`config.mk`:
```
export PLATFORM = sky130hd
export DESIGN_NAME = taxi_pcie_us_msi_req
export DESIGN_NICKNAME = d
export VERILOG_FILES = /design/src/rtl/taxi_pcie_us_msi_req.sv
export SDC_FILE = /design/constraint.sdc
export NUM_CORES = 1
export LEC_CHECK = 0
export CAP_MARGIN = 20
export CORE_ASPECT_RATIO = 1.5
export CORE_MARGIN = 2
export CORE_UTILIZATION = 59
export CTS_CLUSTER_DIAMETER = 40
export CTS_CLUSTER_SIZE = 8
export DETAILED_ROUTE_END_ITERATION = 16
export PLACE_DENSITY = 0.83
export SLEW_MARGIN = 20
export SYNTH_ARGS = -nofsm -noshare
export SYNTH_HDL_FRONTEND = slang
export SYNTH_SLANG_ARGS = --single-unit
```
`constraint.sdc`:
```
create_clock -name clk -period 9.3 [get_ports clk]
set_input_delay 0.93 -clock clk [delete_from_list [all_inputs] [get_ports clk]]
set_output_delay 0.93 -clock clk [all_outputs]
set_load 0.005 [all_outputs]
```
`src/rtl/taxi_pcie_us_msi_req.sv`:
```
`default_nettype none
// ============================================================================
// Module   : taxi_pcie_us_msi_req
// Brief    : Round-robin MSI request generator for the UltraScale+ PCIe
//            cfg_interrupt_msi_* interface with mask, aliasing and retry.
// Revision : 1.0
// ============================================================================
module taxi_pcie_us_msi_req #(
    parameter int IRQ_N       = 32,
    parameter int RETRY_DELAY = 16,
    parameter int TIMEOUT     = 1024
) (
    input  logic             clk,
    input  logic             rst,
    input  logic [IRQ_N-1:0] irq_req,
    input  logic [3:0]       cfg_interrupt_msi_enable,
    input  logic [11:0]      cfg_interrupt_msi_mmenable,
    input  logic             cfg_interrupt_msi_mask_update,
    input  logic [31:0]      cfg_interrupt_msi_data,
    output logic [1:0]       cfg_interrupt_msi_select,
    output logic [31:0]      cfg_interrupt_msi_int,
    input  logic             cfg_interrupt_msi_sent,
    input  logic             cfg_interrupt_msi_fail,
    output logic [31:0]      cfg_interrupt_msi_pending_status,
    output logic             cfg_interrupt_msi_pending_status_data_enable,
    output logic [1:0]       cfg_interrupt_msi_pending_status_function_num,
    output logic [2:0]       cfg_interrupt_msi_attr,
    output logic             cfg_interrupt_msi_tph_present,
    output logic [1:0]       cfg_interrupt_msi_tph_type,
    output logic [7:0]       cfg_interrupt_msi_tph_st_tag,
    output logic [7:0]       cfg_interrupt_msi_function_number,
    output logic             stat_sent,
    output logic             stat_fail
);

    localparam int C_IW   = (IRQ_N > 1) ? $clog2(IRQ_N) : 1;
    localparam int C_CMAX = (TIMEOUT > RETRY_DELAY) ? TIMEOUT : RETRY_DELAY;
    localparam int C_CW   = $clog2(C_CMAX + 1);
    localparam logic [C_CW-1:0] C_TO_LAST = C_CW'(TIMEOUT - 1);
    localparam logic [C_CW-1:0] C_RD_LAST = C_CW'(RETRY_DELAY - 1);

    typedef enum logic [1:0] {
        S_IDLE    = 2'd0,
        S_ISSUE   = 2'd1,
        S_WAIT    = 2'd2,
        S_BACKOFF = 2'd3
    } state_t;

    state_t            state_q;
    logic [IRQ_N-1:0]  pending_q, pending_d;
    logic [31:0]       mask_q;
    logic [C_IW-1:0]   rr_q, sel_q;
    logic [C_CW-1:0]   cnt_q;
    logic [31:0]       msi_int_q, pstat_q;
    logic              pstat_de_q, sent_q, fail_q;

    logic [2:0]        w_mme;
    logic [5:0]        w_amask_full;
    logic [4:0]        w_amask;
    logic [IRQ_N-1:0]  w_elig;
    logic              w_pick_vld;
    logic [C_IW-1:0]   w_pick;
    logic [31:0]       w_pstat;
    logic              w_retry;
    logic              w_unused;

    assign w_unused = ^{cfg_interrupt_msi_enable[3:1], cfg_interrupt_msi_mmenable[11:3]};

    function automatic logic [4:0] vec_of(input int idx, input logic [4:0] am);
        return 5'(idx) & am;
    endfunction

    // Sources beyond the host-granted vector count fold onto the low vectors.
    always_comb begin
        w_mme        = (cfg_interrupt_msi_mmenable[2:0] > 3'd5) ? 3'd5 : cfg_interrupt_msi_mmenable[2:0];
        w_amask_full = (6'd1 << w_mme) - 6'd1;
        w_amask      = w_amask_full[4:0];
    end

    always_comb begin
        w_elig     = '0;
        w_pick_vld = 1'b0;
        w_pick     = '0;
        for (int i = 0; i < IRQ_N; i++) begin
            w_elig[i] = pending_q[i] & cfg_interrupt_msi_enable[0] & ~mask_q[vec_of(i, w_amask)];
        end
        for (int j = 0; j < IRQ_N; j++) begin
            if (!w_pick_vld && w_elig[C_IW'((int'(rr_q) + j) % IRQ_N)]) begin
                w_pick_vld = 1'b1;
                w_pick     = C_IW'((int'(rr_q) + j) % IRQ_N);
            end
        end
    end

    always_comb begin
        w_pstat = '0;
        for (int i = 0; i < IRQ_N; i++) begin
            if (pending_q[i] && mask_q[vec_of(i, w_amask)]) begin
                w_pstat[vec_of(i, w_amask)] = 1'b1;
            end
        end
    end

    assign w_retry = (state_q == S_WAIT) && !cfg_interrupt_msi_sent &&
                     (cfg_interrupt_msi_fail || cnt_q == C_TO_LAST);

    // A new request on the issuing index overrides the issue-time clear.
    always_comb begin
        pending_d = pending_q | irq_req;
        if (state_q == S_ISSUE) begin
            pending_d[sel_q] = irq_req[sel_q];
        end
        if (w_retry) begin
            pending_d[sel_q] = 1'b1;
        end
    end

    always_ff @(posedge clk) begin
        if (rst) begin
            state_q    <= S_IDLE;
            pending_q  <= '0;
            mask_q     <= '0;
            rr_q       <= '0;
            sel_q      <= '0;
            cnt_q      <= '0;
            msi_int_q  <= '0;
            pstat_q    <= '0;
            pstat_de_q <= 1'b0;
            sent_q     <= 1'b0;
            fail_q     <= 1'b0;
        end else begin
            pending_q  <= pending_d;
            pstat_q    <= w_pstat;
            pstat_de_q <= (w_pstat != pstat_q);
            msi_int_q  <= '0;
            sent_q     <= 1'b0;
            fail_q     <= 1'b0;
            if (cfg_interrupt_msi_mask_update) begin
                mask_q <= cfg_interrupt_msi_data;
            end
            case (state_q)
                S_IDLE: begin
                    if (w_pick_vld) begin
                        sel_q     <= w_pick;
                        msi_int_q <= 32'd1 << vec_of(int'(w_pick), w_amask);
                        state_q   <= S_ISSUE;
                    end
                end
                S_ISSUE: begin
                    rr_q    <= (int'(sel_q) == IRQ_N - 1) ? '0 : sel_q + C_IW'(1);
                    cnt_q   <= '0;
                    state_q <= S_WAIT;
                end
                S_WAIT: begin
                    if (cfg_interrupt_msi_sent) begin
                        sent_q  <= 1'b1;
                        state_q <= S_IDLE;
                    end else if (w_retry) begin
                        fail_q  <= 1'b1;
                        cnt_q   <= '0;
                        state_q <= S_BACKOFF;
                    end else begin
                        cnt_q <= cnt_q + C_CW'(1);
                    end
                end
                S_BACKOFF: begin
                    if (cnt_q == C_RD_LAST) begin
                        state_q <= S_IDLE;
                    end else begin
                        cnt_q <= cnt_q + C_CW'(1);
                    end
                end
                default: state_q <= S_IDLE;
            endcase
        end
    end

    assign cfg_interrupt_msi_int                         = msi_int_q;
    assign cfg_interrupt_msi_pending_status              = pstat_q;
    assign cfg_interrupt_msi_pending_status_data_enable  = pstat_de_q;
    assign stat_sent                                     = sent_q;
    assign stat_fail                                     = fail_q;
    assign cfg_interrupt_msi_select                      = 2'd0;
    assign cfg_interrupt_msi_pending_status_function_num = 2'd0;
    assign cfg_interrupt_msi_attr                        = 3'd0;
    assign cfg_interrupt_msi_tph_present                 = 1'b0;
    assign cfg_interrupt_msi_tph_type                    = 2'd0;
    assign cfg_interrupt_msi_tph_st_tag                  = 8'd0;
    assign cfg_interrupt_msi_function_number             = 8'd0;

endmodule
`default_nettype wire

```
==> impl_results.md, run 1 <==
* CTS sink cnt at 154
* CTS hold repair buffers at 0
* Synth Area per Inst at 7.14 um2
* Die height at 205 um
* Post-synth top cells: nor2_1, nand2_1, dfxtp_1
* Synth area leader: dfxtp_1
* Top_reg_cell synth: dfxtp_1
* Err: [ERROR GRT-0116] Global routing finished with congestion. Check the congestion regions in the DRC Viewer.
* Max H-tree Level at 4
* Initial Utilization at 59.9%
* Halt Stage: 5_1_grt
* Post-synthesis sequential area ratio at 19.4%
* Yosys warning count at 0
* Die Width at 138 um
* Mapped Cells at 2221
* Num rows at 73
* Synth Register Bits at 154
* Largest net degree at the start of global routing at 77
* IO buf count at 139
* CTS buffer count at 17
* Remaining Overflow, GRT at 20
* Post-DP HPWL at 58700 um
* Distinct cell type count after synthesis at 102
* CTS resizes at 0
* EDFF count, synth at 0
* Status: stopped before the end
* Placed cell area at 0.0175 mm2
* Total track usage at 62.6%
* Clk root buf: clkbuf_16
* Ys async rst share at 0%
* Area contributors post-synth: dfxtp_1, nor2_1, nand2_1, mux2i_1, a21oi_1
* Mapped cell area at 0.0159 mm2
* GP Congestion at 1.18
* First-pass GRT wire length at 131000 um
* Dpl ws at 0.685 ns
* Number of global-route vias before repair at 20400
* IO Count at 178
* Top-count cell post-synth: nor2_1
* Clock Tree Buf Depth at 2
* Top-area cell type share of the netlist area at 19.4%
* Setup bufs post-CTS at 0
## logic make-up after synthesis
kind of cell             count (synthesis)  synth area share, %
AO/OA/AOI/OAI                          718                 32.5
XOR/XNOR                                81                 4.47
adder cells (fa/ha/maj)                 22                 1.74
buffers and inverters                  225                 6.33
flip-flops                             154                 19.4
multiplexers                           100                 7.53
other                                    1               0.0237
AND/OR/NAND/NOR                        920                 28.0
## stage by stage
stage | hold WS, ns | instances
floorplan | 0.452 | 2246
CTS | 0.505 | 2643
global placement | 0.473 | 2611
detailed placement | 0.490 | 2611
## per-layer routing
metal	GRT overflow	global-route usage (%)
met1	0	64.1
met2	8	83.2
met3	1	40.2
met4	11	61.1
met5	0	3.70
==> inputs of run 2 (changes only) <==
- CORE_ASPECT_RATIO: 1.5 -> unset
- CORE_UTILIZATION: 59 -> 40
- CTS_CLUSTER_DIAMETER: 40 -> unset
- CTS_CLUSTER_SIZE: 8 -> unset
- PLACE_DENSITY: 0.83 -> unset
- PLACE_DENSITY_LB_ADDON: unset -> 0.15
==> run 2 against run 1 <==
The run now ends clean. Area after synthesis stayed put. Synthesized cell count stayed put.
==> impl_results.md, run 2 <==
* Status: complete, no violations
* CP top delay family: compound AO/OA/AOI/OAI gates
* Int Power at 2.06 mW
* Tot Pwr at 4.50 mW
* Final setup fails at 0
* Num rows at 72 (-1.4%)
* Pleak at 6.72 nW
* Layout cells sized above 1 at 8.54%
* Placed cell area at 0.0178 mm2 (+1.8%)
* R2R cell count at 16
* Combinational power share at 66.5%
* Part of the power in registers at 18.0%
* First-pass GRT wire length at 115000 um
* CTS buffer count at 17 (unchanged)
* Synth area leader: dfxtp_1
* P per Cell Area at 245 mW/mm2
* Slew headroom at 22.1%
* Setup WS post-layout at 1.04 ns
* Diodes inserted at 0
* Yosys warning count at 0 (unchanged)
* Ys async rst share at 0% (unchanged)
* Clk root buf: clkbuf_16
* Commonest non-fill, non-tap cell in the layout: nor2_1
* Worst r2r src: mask_q[0]$_SDFFE_PP0P_
* Vias/cell at 6.78
* Final wirelength at 78000 um
* Worst min-delay path startpoint: rr_q[4]$_SDFFE_PP0N_
* Final cell count without fillers at 2837
* Remaining Overflow, GRT at 0
* Critical path's largest stage delay at 0.81 ns
* Design area at 0.0184 mm2
* Top_reg_cell synth: dfxtp_1
* Core footprint at 0.0389 mm2
* NetSw at 2.44 mW
* Post-DR wirelength/cell at 27.5 um
* Max H-tree Level at 4 (unchanged)
* Fmax achieved at 121 MHz
* Tcrit/Tclk final at 88.8%
* Number of max-cap violations at 0
* Final core occ at 47.2%
* Startpoint types: input port
* Skew-Pair Late Insertion Delay at 0.46 ns
* Hold endpoint: rr_q[4]$_SDFFE_PP0N_
* Crit end category: flip-flop
* WP buf/inv at 3
* Post-synth top cells: nor2_1, nand2_1, dfxtp_1
* CTS hold repair buffers at 0 (unchanged)
* Die ar. at 0.0412 mm2
* Crit Path Class: input port to flip-flop
* Top-count cell post-synth: nor2_1
* DRC viols at 0
* Critical R2R Capture: cfg_interrupt_msi_int[19]$_SDFF_PP0_
* Post-DP HPWL at 60600 um (+3.2%)
* Synth Area per Inst at 7.14 um2 (unchanged)
* Sw frac at 54.2%
* CP max FO at 11
* CTS tree: done
* Critical path, cell by cell: clkdlybuf4s50_1, nand2_1, ha_1, mux2i_1, a22oi_2, o221ai_2, o211ai_1, o2bb2ai_1, nor2_1, o32ai_1, nor4_1, buf_4, nand4_1, buf_4, nor3_1, nor4b_1, nand4_1, o311ai_0, o211ai_1, nand2b_1, nor2_1
* Final hold vios at 0
* CP max stage cell: nor4b_1
* Mapped cell area at 0.0159 mm2 (unchanged)
* CP arrival at 8.65 ns
* Top-area cell type share of the netlist area at 19.4% (unchanged)
* IO Count at 178 (unchanged)
* Clk_skew at 0.0127 ns
* Initial Utilization at 40.7% (-19 points)
* GP Congestion at 1.05 (-11%)
* Distinct cell type count after synthesis at 102 (unchanged)
* Final ANT Viol Nets at 0
* EDFF count, synth at 0 (unchanged)
* Placed cell count at 2805 (+7.4%)
* Via Count at 19200
* CTS sink cnt at 154 (unchanged)
* Clk network pwr share at 15.5%
* Dpl ws at 0.988 ns (+0.302 ns)
* Post-synthesis sequential area ratio at 19.4% (unchanged)
* Commonest non-fill, non-tap cells in the layout: nor2_1, nand2_1, dfxtp_1
* RSZ-0062 raised after global routing: false
* CTS resizes at 0 (unchanged)
* WP data required at 9.70 ns
* Area contributors post-synth: dfxtp_1, nor2_1, nand2_1, mux2i_1, a21oi_1
* Die Width at 203 um (+47%)
* Mapped Cells at 2221 (unchanged)
* Number of fill cells at 3999
* Initial antenna violation count at 3
* Synth Register Bits at 154 (unchanged)
* Hold Path Depth at 2
* Post-route setup TNS at 0 ns
* Final slew viol count at 0
* Sequential Area at 0.00308 mm2
* Largest net degree at the start of global routing at 98
* IO buf count at 139 (unchanged)
* Multi-input logic area at 0.0119 mm2
* Area Growth Syn to Fin at 15.9%
* Final #Nets at 2413
* Reg clk slew, reported paths at 0.07 ns
* Clock Tree Buf Depth at 2 (unchanged)
* Min-Delay Path Class: flip-flop to flip-flop
* Die height at 203 um (-0.82%)
* Setup bufs post-CTS at 0 (unchanged)
* Peak VDD IR at 0.137 mV
* Worst R2R Setup Slack at 2.06 ns
* Period minus WS final at 8.26 ns
* Slew @ Worst Pin at 1.17 ns
* Total track usage at 37.0%
* Drt first pass iters at 7
* Number of global-route vias before repair at 17400
* Initial DRC count at 2747
* Hold Slack at 0.459 ns
-- run 2: cell counts after synthesis --
No cell type changed its count.
-- run 2: layout make-up --
| class | count | area share [%] |
|---|---|---|
| Clock buffer | 17 | 2.31 |
| Multi-Input combinational cell | 1867 | 64.6 |
| Tap cell | 518 | 3.53 |
| Timing Repair Buffer | 222 | 10.9 |
| Clock inverter | 15 | 0.967 |
| Sequential cell | 154 | 16.8 |
| Inverter | 44 | 0.898 |
-- run 2: metal layers --
| metal | track usage, % | wire length [um] |
|---|---|---|
| met5 | 0 | 42 |
| met4 | 13.2 | 3010 |
| met3 | 8.38 | 9350 |
| met2 | 54.3 | 32300 |
| met1 | 52.7 | 33400 |
-- run 2: logic make-up (layout without fill, tap and decap cells) --
| kind of cell | after synthesis | count (layout) | synth area share [%] |
|---|---|---|---|
| flops | 154 | 154 | 19.4 |
| mux | 100 | 100 | 7.53 |
| other cells | 1 | 26 | 0.0237 |
| fa+ha+maj | 22 | 22 | 1.74 |
| simple gates | 920 | 920 | 28.0 |
| compound gates | 718 | 718 | 32.5 |
| xor+xnor | 81 | 81 | 4.47 |
| buf+inv | 225 | 298 | 6.33 |
-- run 2: power by group through the flow --
stage / sequential [mW] / combinational, mW / clock (mW)
3_5_place_dp: 0.820 / 2.85 / 0
2_1_floorplan: 0.765 / 1.88 / 0
5_1_grt: 0.814 / 3.15 / 0.742
4_1_cts: 0.806 / 2.87 / 0.712
6_report: 0.810 / 3.00 / 0.697
3_3_place_gp: 0.820 / 2.86 / 0
-- run 2: worst max path at each step --
| stage | startpoint | to | slack (ns) | depth (start not counted) |
|---|---|---|---|---|
| 2_1_floorplan | cfg_interrupt_msi_mmenable[2] | cfg_interrupt_msi_int[4]$_SDFF_PP0_ | 2.01 | 29 |
| 3_3_place_gp | cfg_interrupt_msi_mmenable[0] | cfg_interrupt_msi_int[7]$_SDFF_PP0_ | 1.06 | 20 |
| 3_5_place_dp | cfg_interrupt_msi_mmenable[0] | cfg_interrupt_msi_int[26]$_SDFF_PP0_ | 0.99 | 21 |
| 4_1_cts | cfg_interrupt_msi_mmenable[0] | cfg_interrupt_msi_int[26]$_SDFF_PP0_ | 1.44 | 21 |
| 5_1_grt | cfg_interrupt_msi_mmenable[0] | cfg_interrupt_msi_int[3]$_SDFF_PP0_ | 0.79 | 21 |
| 6_report | cfg_interrupt_msi_mmenable[0] | cfg_interrupt_msi_int[26]$_SDFF_PP0_ | 1.04 | 21 |
-- run 2: worst register-to-register path: stages, from the launching register on --
cell,delay [ns]
dfxtp_1,0.88
mux2i_1,0.23
a22oi_2,0.57
o221ai_2,0.36
o211ai_1,0.43
o22ai_1,0.24
o31a_1,0.40
a211oi_1,0.57
o211a_1,0.36
nand4_1,0.46
nor2_1,0.83
a221oi_1,0.28
o311ai_1,0.19
o211ai_1,0.35
o31ai_4,0.59
nand3_1,0.29
nor2_1,0.15
No activity file was read; power rests on OpenSTA's default activity.
